--- src/rtl/cpu_run_ctrl_if.sv ---
// cpu_run_ctrl_if: board/CPU-facing signal bundle of the run/step/breakpoint sequencer.
//   btn_run, btn_step : raw push-buttons (asynchronous, bouncing)
//   bp_en, bp_count   : breakpoint enable and commit count at which to break
//   dbg_commit        : one-clk pulse per committed instruction from the CPU
//   cpu_en            : CPU clock enable, one clk wide per CPU cycle
//   state             : FSM encoding (0 HALT, 1 RUN, 2 STEP, 3 BREAK)
//   commit_cnt        : committed-instruction count
//   bp_hit            : high while halted on a breakpoint
// master: the board/CPU side that drives buttons and commit strobes.
// slave : the sequencer itself.
interface cpu_run_ctrl_if #(
  parameter int unsigned CNT_W = 32
);
  logic             btn_run;
  logic             btn_step;
  logic             bp_en;
  logic [CNT_W-1:0] bp_count;
  logic             dbg_commit;
  logic             cpu_en;
  logic [1:0]       state;
  logic [CNT_W-1:0] commit_cnt;
  logic             bp_hit;

  modport master (
    output btn_run, btn_step, bp_en, bp_count, dbg_commit,
    input  cpu_en, state, commit_cnt, bp_hit
  );

  modport slave (
    input  btn_run, btn_step, bp_en, bp_count, dbg_commit,
    output cpu_en, state, commit_cnt, bp_hit
  );
endinterface

--- src/rtl/cpu_run_ctrl.sv ---
// cpu_run_ctrl: run/step/breakpoint sequencer for the board CPU.
// Turns debounced run/step buttons into a single-clk CPU clock enable, paces RUN mode to one
// enable every RUN_DIV clocks, counts committed instructions and halts on a commit-count match.
// Ports:
//   clk   : board clock, single domain
//   reset : synchronous, active-high
//   bus   : cpu_run_ctrl_if.slave (buttons, breakpoint config, commit strobe in;
//           cpu_en, state, commit_cnt, bp_hit out)
module cpu_run_ctrl #(
  parameter int unsigned DEBOUNCE_CYCLES = 1_000_000,
  parameter int unsigned RUN_DIV         = 100_000_000,
  parameter int unsigned CNT_W           = 32
) (
  input  logic          clk,
  input  logic          reset,
  cpu_run_ctrl_if.slave bus
);

  localparam int unsigned DbW  = (DEBOUNCE_CYCLES > 1) ? $clog2(DEBOUNCE_CYCLES) : 1;
  localparam int unsigned DivW = (RUN_DIV > 1) ? $clog2(RUN_DIV) : 1;

  localparam logic [DbW-1:0]  DbLast  = DbW'(DEBOUNCE_CYCLES - 1);
  localparam logic [DivW-1:0] DivLast = DivW'(RUN_DIV - 1);

  localparam logic [1:0] StHalt  = 2'd0;
  localparam logic [1:0] StRun   = 2'd1;
  localparam logic [1:0] StStep  = 2'd2;
  localparam logic [1:0] StBreak = 2'd3;

  // Button index: 0 = run, 1 = step.
  localparam int unsigned BtnRun  = 0;
  localparam int unsigned BtnStep = 1;

  // ---------------------------------------------------------------------------------------------
  // Button synchronise / debounce / press detect
  // ---------------------------------------------------------------------------------------------
  logic [1:0]     sync1_q, sync2_q;
  logic [1:0]     level_q, level_d;
  logic [1:0]     level_dly_q;
  logic [1:0]     press_q;
  logic [DbW-1:0] db_cnt_q [2];
  logic [DbW-1:0] db_cnt_d [2];

  // The counter only advances while the synced sample disagrees with the accepted level; any
  // sample that agrees again (a bounce back) restarts it, so DEBOUNCE_CYCLES consecutive
  // disagreeing samples are needed before the level flips.
  always_comb begin
    level_d = level_q;
    for (int i = 0; i < 2; i++) begin
      db_cnt_d[i] = '0;
      if (sync2_q[i] != level_q[i]) begin
        if (db_cnt_q[i] == DbLast) begin
          level_d[i] = sync2_q[i];
        end else begin
          db_cnt_d[i] = db_cnt_q[i] + DbW'(1);
        end
      end
    end
  end

  always_ff @(posedge clk) begin
    if (reset) begin
      sync1_q     <= '0;
      sync2_q     <= '0;
      level_q     <= '0;
      level_dly_q <= '0;
      press_q     <= '0;
      for (int i = 0; i < 2; i++) begin
        db_cnt_q[i] <= '0;
      end
    end else begin
      sync1_q     <= {bus.btn_step, bus.btn_run};
      sync2_q     <= sync1_q;
      level_q     <= level_d;
      level_dly_q <= level_q;
      // Registered rising-edge detect: one clk pulse per accepted press.
      press_q     <= level_q & ~level_dly_q;
      for (int i = 0; i < 2; i++) begin
        db_cnt_q[i] <= db_cnt_d[i];
      end
    end
  end

  logic run_p, step_p;
  assign run_p  = press_q[BtnRun];
  assign step_p = press_q[BtnStep];

  // ---------------------------------------------------------------------------------------------
  // Commit counter and breakpoint match
  // ---------------------------------------------------------------------------------------------
  logic [CNT_W-1:0] commit_cnt_q, commit_cnt_d;
  logic [CNT_W-1:0] cnt_inc;
  logic             bp_evt;

  // Match on the commit that makes the count equal bp_count, so the compare uses count+1
  // (wrapping naturally at CNT_W bits).
  assign cnt_inc      = commit_cnt_q + CNT_W'(1);
  assign bp_evt       = bus.bp_en & bus.dbg_commit & (cnt_inc == bus.bp_count);
  assign commit_cnt_d = bus.dbg_commit ? cnt_inc : commit_cnt_q;

  // ---------------------------------------------------------------------------------------------
  // Run/step FSM
  // ---------------------------------------------------------------------------------------------
  logic [1:0] state_q, state_d;

  always_comb begin
    state_d = state_q;
    unique case (state_q)
      StHalt: begin
        if (run_p) begin
          state_d = StRun;
        end else if (step_p) begin
          state_d = StStep;
        end
      end
      StRun: begin
        if (bp_evt) begin
          state_d = StBreak;
        end else if (run_p) begin
          state_d = StHalt;
        end
      end
      StStep: begin
        state_d = StHalt;
      end
      StBreak: begin
        if (run_p) begin
          state_d = StRun;
        end else if (step_p) begin
          state_d = StStep;
        end
      end
    endcase
  end

  // ---------------------------------------------------------------------------------------------
  // RUN pacing
  // ---------------------------------------------------------------------------------------------
  logic [DivW-1:0] rate_q, rate_d;

  // Held at zero unless staying in RUN, so every RUN entry starts a fresh RUN_DIV period.
  always_comb begin
    rate_d = '0;
    if ((state_q == StRun) && (state_d == StRun)) begin
      rate_d = (rate_q == DivLast) ? '0 : rate_q + DivW'(1);
    end
  end

  always_ff @(posedge clk) begin
    if (reset) begin
      state_q      <= StHalt;
      rate_q       <= '0;
      commit_cnt_q <= '0;
    end else begin
      state_q      <= state_d;
      rate_q       <= rate_d;
      commit_cnt_q <= commit_cnt_d;
    end
  end

  // ---------------------------------------------------------------------------------------------
  // Outputs: decoded from registers only
  // ---------------------------------------------------------------------------------------------
  assign bus.cpu_en     = (state_q == StStep) | ((state_q == StRun) & (rate_q == DivLast));
  assign bus.state      = state_q;
  assign bus.commit_cnt = commit_cnt_q;
  assign bus.bp_hit     = (state_q == StBreak);

endmodule
--- src/flat_wrapper.sv ---
// flat-port wrapper written by rule: the top's interface ports become plain ports
module cpu_run_ctrl_flat 
#(
  parameter int unsigned DEBOUNCE_CYCLES = 1_000_000,
  parameter int unsigned RUN_DIV         = 100_000_000,
  parameter int unsigned CNT_W           = 32
)
  (clk, reset, bus_btn_run, bus_btn_step, bus_bp_en, bus_bp_count, bus_dbg_commit, bus_cpu_en, bus_state, bus_commit_cnt, bus_bp_hit);
  cpu_run_ctrl_if #(.CNT_W(CNT_W)) bus_i ();
  input  logic clk;
  input  logic reset;
  input wire logic [$bits(bus_i.btn_run)-1:0] bus_btn_run;
  input wire logic [$bits(bus_i.btn_step)-1:0] bus_btn_step;
  input wire logic [$bits(bus_i.bp_en)-1:0] bus_bp_en;
  input wire logic [$bits(bus_i.bp_count)-1:0] bus_bp_count;
  input wire logic [$bits(bus_i.dbg_commit)-1:0] bus_dbg_commit;
  output wire logic [$bits(bus_i.cpu_en)-1:0] bus_cpu_en;
  output wire logic [$bits(bus_i.state)-1:0] bus_state;
  output wire logic [$bits(bus_i.commit_cnt)-1:0] bus_commit_cnt;
  output wire logic [$bits(bus_i.bp_hit)-1:0] bus_bp_hit;
  assign bus_i.btn_run = bus_btn_run;
  assign bus_i.btn_step = bus_btn_step;
  assign bus_i.bp_en = bus_bp_en;
  assign bus_i.bp_count = bus_bp_count;
  assign bus_i.dbg_commit = bus_dbg_commit;
  assign bus_cpu_en = bus_i.cpu_en;
  assign bus_state = bus_i.state;
  assign bus_commit_cnt = bus_i.commit_cnt;
  assign bus_bp_hit = bus_i.bp_hit;
  cpu_run_ctrl #(.DEBOUNCE_CYCLES(DEBOUNCE_CYCLES), .RUN_DIV(RUN_DIV), .CNT_W(CNT_W)) u_core (.clk(clk), .reset(reset), .bus(bus_i));
endmodule
--- config.mk ---
export PLATFORM = sky130hd
export DESIGN_NAME = cpu_run_ctrl_flat
export DESIGN_NICKNAME = d
export VERILOG_FILES = /design/src/rtl/cpu_run_ctrl_if.sv /design/src/rtl/cpu_run_ctrl.sv /design/src/flat_wrapper.sv
export SDC_FILE = /design/constraint.sdc
export NUM_CORES = 1
export LEC_CHECK = 0
export CAP_MARGIN = 20
export CORE_ASPECT_RATIO = 1.25
export CORE_MARGIN = 10
export CORE_UTILIZATION = 37
export DETAILED_ROUTE_END_ITERATION = 6
export DONT_BUFFER_PORTS = 1
export GPL_TIMING_DRIVEN = 0
export SYNTH_ARGS = -nofsm -noshare
export SYNTH_HDL_FRONTEND = slang
export SYNTH_SLANG_ARGS = --single-unit
--- constraint.sdc ---
create_clock -name clk -period 3.1 [get_ports clk]
set_clock_uncertainty 0.1 [all_clocks]
set_input_delay 0.62 -clock clk [delete_from_list [all_inputs] [get_ports clk]]
set_output_delay 0.62 -clock clk [all_outputs]
set_load 0.005 [all_outputs]
# After elaboration in Yosys (flattened, before gate mapping)
# Memory sizes are Yosys's and may differ from the RTL's.
# Cells that the tools add are included.
# totals
memories	1
ramBits	40
out_inout_bits	36
reg_bits	71
# memory_table
name	depth	width	rd	rd_ports_with_merged_regs	write_ports	line_no	text
u_core.db_cnt_q	2	20	2	0	2	cpu_run_ctrl.sv:41	logic [DbW-1:0] db_cnt_q [2];
# classes
addsub	4
bitwise_logic	9
mux	14
n_reduce_logical	6
eq_ne	10
# op_table
cell	n
$mux 20	6
$add 20x1->20 const B	2
$eq 20x20->1 const B	2
$add 32x1->32 const B	1
$eq 32x32->1	1
$add 27x1->27 const B	1
$eq 27x27->1 const B	1
$mux 2	4
$pmux 2 s3	1
$eq 2x1->1 const B	2
$eq 2x2->1 const B	2
$reduce_and 2->1	2
$and 1x1->1	3
$mux 1	3
$or 1x1->1	3
$reduce_or 3->1	1
$and 2x2->2	1
$logic_not 2->1	1
$ne 1x1->1	2
$not 2->2	1
$reduce_or 2->1	1
$logic_and 1x1->1	1
$not 1->1	1

# Logic depth before layout (Yosys ltp)
# depth
word_depth	9
mapped_depth	10
depth_no_buf	8

# Worst setup path before layout
# OpenSTA, ideal clock, no wires.
# synth_timing
kind	register to register
start	register u_core.commit_cnt_q[0], in the netlist u_core.bus.commit_cnt[0]
end	register u_core.rate_q[13]
required_time_ns	2.861
stages_incl_launch_ff	10
slack_ns	-0.224
arrival_time_ns	3.085
n_path_buf	1
period_less_slack_ns	3.324
cell_sequence	dfxtp_1 > ha_1 > nand3_1 > or4_4 > a2111oi_2 > nor2_1 > or4_4 > nor4_4 > buf_6 > nor4_2
# synth_via
elab_chain_cells	9
# synth_lines
item	line_no	text
start, declared	cpu_run_ctrl.sv:91	logic [CNT_W-1:0] commit_cnt_q, commit_cnt_d;
start signal, assigned	cpu_run_ctrl.sv:157	commit_cnt_q <= commit_cnt_d;
$add 32x1->32	cpu_run_ctrl.sv:97	assign cnt_inc = commit_cnt_q + CNT_W'(1);
$eq 32x32->1	cpu_run_ctrl.sv:98	assign bp_evt = bus.bp_en & bus.dbg_commit & (cnt_inc == bus.bp_count);
$and 1x1->1	cpu_run_ctrl.sv:98	
$mux 2	cpu_run_ctrl.sv:117	if (bp_evt) begin
$pmux 2 s3	cpu_run_ctrl.sv:108	unique case (state_q)
$eq 2x1->1	cpu_run_ctrl.sv:144	if ((state_q == StRun) && (state_d == StRun)) begin
$logic_and 1x1->1	cpu_run_ctrl.sv:144	
$not 1->1 (no line)	-	
$reduce_or 3->1 (no line)	-	
end signal, assigned	cpu_run_ctrl.sv:156	rate_q <= rate_d;
end, declared	cpu_run_ctrl.sv:139	logic [DivW-1:0] rate_q, rate_d;
# Every way passes these cells.
# A chain may end at the register's enable or synchronous reset.

# Final worst setup path
# layout_timing
start	register u_core.commit_cnt_q[10], in the netlist u_core.bus.commit_cnt[10]
end	register u_core.rate_q[22]
# The elaborated chain is that of the path after synthesis.

==> metrics.txt <==
Setup crit end kind=flop; Max-cap violations=0; Seq/Total Area, Yosys=37.30%; Placed Area=6264 sq um; leakage=0.002319 uW; CP Cell Sequence=buf_6 -> nand4_4 -> or4_4 -> or3_4 -> or3b_4 -> a22o_1 -> nor4_4 -> buf_6 -> clkbuf_16 -> nor4_2; non-filler cells, final=946; final setup violating endpoints=0; CP Class=reg -> reg; unrepaired setup endpoints after global routing=yes; number of global-route vias before repair=5014; max_slew headroom=32.58%; flip-flop and latch count after synthesis=111; Synthesized Nets=743; number of port buffers=0; Worst R2R Setup Slack=0.03 ns; vias per cell=5.308; post-DR wirelength/cell=15.99 microns; H-tree depth=3; synth warn=0; grt ovf=0; Synth Area per Inst=8.536 sq um; Unique masters post-synth=59; # DRC=0; CP most frequent cell=buf_6; worst path bufs/invs=3; Max clock buf depth=2; ys async rst share=0%; CP arrival=3.20 ns; first-pass GRT wire length=24.63 mm; Die Wd=133.5 microns; period utilisation layout=99.12%; worst reg2reg endpoint=u_core.rate_q[22]$_SDFF_PP0_; Hold Fails Final Rpt=0; WHS Path Cells=1; CP delay by family, top=simple AND/OR/NAND/NOR gates; clock root cell=clkbuf_16; Worst R2R Start=u_core.bus.commit_cnt[10]$_SDFFE_PP0P_; Max Slew Vio Count=0; worst hold endpoint=u_core.sync1_q[0]$_SDFF_PP0_; Slew @ Worst Pin=1.002 ns; CTS Buf Count=9; reg2reg path depth=10; initial antenna violation count=0; area grow syn2layout=17.60%; DP HPWL=11.30 mm; Synth Cell Area=5958 sq um; # fillers=1592; critical path's largest stage delay=0.58 ns; status=complete, no violations; Worst path slowest cell=or4_4; nets=774; Hold-fix buffers, CTS=0; Initial DRT Pass Iterations=4; top_reg_cell synth=dfxtp_1; area of the multi-input gates=3702 sq um; Final ANT Viol Nets=0; Post-Synthesis Cells=698; Hold Path Origin=bus_btn_run; area occupied by registers=2272 sq um; Final Critical Period=3.073 ns; layout cells sized above 1=15.94%; Sink Count=111; Critical Path RT=3.22 ns; Hold Crit Class=in -> reg; GRT Total Usage=13.77%; final instance area=7007 sq um; IO Pins=74; Starting Density=37.96%; PD cells=395.8 nW/um^2; routability cong.=0.8502; Core Rows=51; maximum VDD drop=0.0003132 V; pin count of the biggest net entering global routing=22; Worst-path clk slew=0.08 ns; WL final=15.13 mm; height of the die=161.9 microns; Worst-Skew Late Latency=0.36 ns; antenna cells=0; Post-synth EDFFs=0; CTS tree=done; crit path launch type=flop; Worst Path Max Fanout=6; Max Freq=325.4 MHz; drt first-iter violations=180; Vias=5021; Die ar.=21610 sq um; total core area=15700 sq um; Inst Count DP=910
cell usage after synthesis, types with 2 or more instances:
| master | instances | area share (%) |
|---|---|---|
| dfxtp_1 | 111 | 37 |
| nor2_1 | 96 | 6.0 |
| xnor2_1 | 63 | 9.3 |
| xor2_1 | 61 | 9.0 |
| nand2_1 | 52 | 3.3 |
| nand3_1 | 37 | 3.1 |
| nand4_1 | 28 | 2.9 |
| and3_1 | 25 | 2.6 |
| nor4_1 | 25 | 2.6 |
| clkbuf_1 | 21 | 1.3 |
| a21oi_1 | 18 | 1.5 |
| o21ai_0 | 15 | 1.3 |
| or3_1 | 14 | 1.5 |
| nor3_1 | 13 | 1.1 |
| inv_1 | 12 | 0.76 |
| nor2b_1 | 11 | 1.2 |
| nor4_2 | 11 | 2.3 |
| nor4b_1 | 9 | 1.3 |
| ha_1 | 7 | 1.5 |
| buf_2 | 6 | 0.50 |
| and4_1 | 5 | 0.73 |
| or4_1 | 4 | 0.50 |
| and2_1 | 3 | 0.32 |
| clkbuf_2 | 3 | 0.25 |
| mux2i_1 | 3 | 0.50 |
| o22ai_1 | 3 | 0.32 |
| or3_2 | 3 | 0.38 |
| a2111oi_2 | 2 | 0.50 |
| a31oi_1 | 2 | 0.21 |
| buf_6 | 2 | 0.38 |
| nand2b_1 | 2 | 0.21 |
| nor3b_1 | 2 | 0.25 |
| o32ai_1 | 2 | 0.29 |
| or4_4 | 2 | 0.38 |
how the worst max path moves through the flow:
stage | endpoint | depth (start not counted) | start
2_1_floorplan | u_core.rate_q[13]$_SDFF_PP0_ | 9 | u_core.bus.commit_cnt[0]$_SDFFE_PP0P_
3_3_place_gp | u_core.rate_q[23]$_SDFF_PP0_ | 9 | u_core.bus.commit_cnt[25]$_SDFFE_PP0P_
3_5_place_dp | u_core.rate_q[22]$_SDFF_PP0_ | 9 | u_core.bus.commit_cnt[25]$_SDFFE_PP0P_
4_1_cts | u_core.rate_q[11]$_SDFF_PP0_ | 10 | u_core.bus.commit_cnt[19]$_SDFFE_PP0P_
5_1_grt | u_core.rate_q[24]$_SDFF_PP0_ | 10 | u_core.bus.commit_cnt[10]$_SDFFE_PP0P_
6_report | u_core.rate_q[22]$_SDFF_PP0_ | 10 | u_core.bus.commit_cnt[10]$_SDFFE_PP0P_
registers in the layout, indices dropped and copies added, names as in the netlist:
signal	count
u_core.sync1_q	2
u_core.sync2_q	2
u_core.rate_q	27
u_core.level_dly_q	2
u_core.press_q	2
u_core.bus.state	2
u_core.db_cnt_q	40
u_core.level_q	2
u_core.bus.commit_cnt	32
stage by stage:
stage	worst slack [ns]	power, uW	TNS, ns	hold slack, ns	util (%)
after floorplan	-0.04227	1545	-0.4238	0.2674	-
final	0.02717	2773	0	0.2849	44.64
after global routing	-0.05553	2875	-0.9270	0.2717	44.64
after detailed placement	-0.5056	1568	-11.48	0.2806	39.90
after CTS	-0.03886	2809	-0.4585	0.2726	43.67
after global placement	-0.4899	1566	-11.14	0.2749	39.90
power breakdown:
| part | internal, uW | switching (uW) |
|---|---|---|
| clock | 653 | 588 |
| combinational | 40.6 | 55.9 |
| sequential | 1430 | 9.51 |
| total | 2120 | 653 |
kinds of logic after synthesis:
group	after synthesis	synth area share [%]
adder cells (fa/ha/maj)	7	1.470
AO/OA/AOI/OAI	56	6.111
buffers and inverters	44	3.213
flip-flops	111	37.30
AND/OR/NAND/NOR	351	32.59
multiplexers	4	0.6930
XOR/XNOR	125	18.63
worst register-to-register path, delay by kind of cell, from the launching register on:
| kind | cells | cell delay [ns] |
|---|---|---|
| AND/OR/NAND/NOR | 6 | 1.77 |
| buffers and inverters | 3 | 0.46 |
| flip-flops | 1 | 0.35 |
| AO/OA/AOI/OAI | 1 | 0.25 |
layout by cell type (no fill, tap or decap), types with 4 or more instances in the layout:
| cell type | n |
|---|---|
| a21oi_1 | 17 |
| and3_1 | 25 |
| and4_1 | 5 |
| buf_4 | 20 |
| buf_6 | 6 |
| clkbuf_1 | 16 |
| clkbuf_16 | 10 |
| dfxtp_1 | 85 |
| dfxtp_2 | 19 |
| dfxtp_4 | 7 |
| ha_1 | 6 |
| inv_1 | 12 |
| nand2_1 | 52 |
| nand3_1 | 33 |
| nand4_1 | 28 |
| nor2_1 | 96 |
| nor2b_1 | 11 |
| nor3_1 | 13 |
| nor4_1 | 20 |
| nor4_2 | 13 |
| nor4_4 | 4 |
| nor4b_1 | 9 |
| o21ai_0 | 15 |
| or3_1 | 13 |
| xnor2_1 | 63 |
| xor2_1 | 60 |
metal layers:
metal / GRT usage, % / vias to the layer above / wire length [microns]
li1: - / 2522 / -
met1: 14.61 / 2374 / 6206
met2: 23.96 / 97 / 7496
met3: 4.352 / 28 / 913
met4: 7.086 / 0 / 512
met5: 0 / - / 0
cell type report:
cell class / count / share of cell area (%)
multi-input cells: 543 / 52.84
flip-flops and latches: 111 / 32.43
well taps: 212 / 3.786
plain buffers: 32 / 3.286
clock buffers: 9 / 3.214
repair buffers: 20 / 2.446
clock inverters: 7 / 1.357
inverters: 12 / 0.6429
timing repair:
item / CTS / global route
setup endpoints to repair: 28 / 28
pin swaps: 8 / 8
gates resized for setup: 52 / 24
buffers inserted: 12 / 7
cloned: 0 / 1
Power figures use the tool's default switching activity.
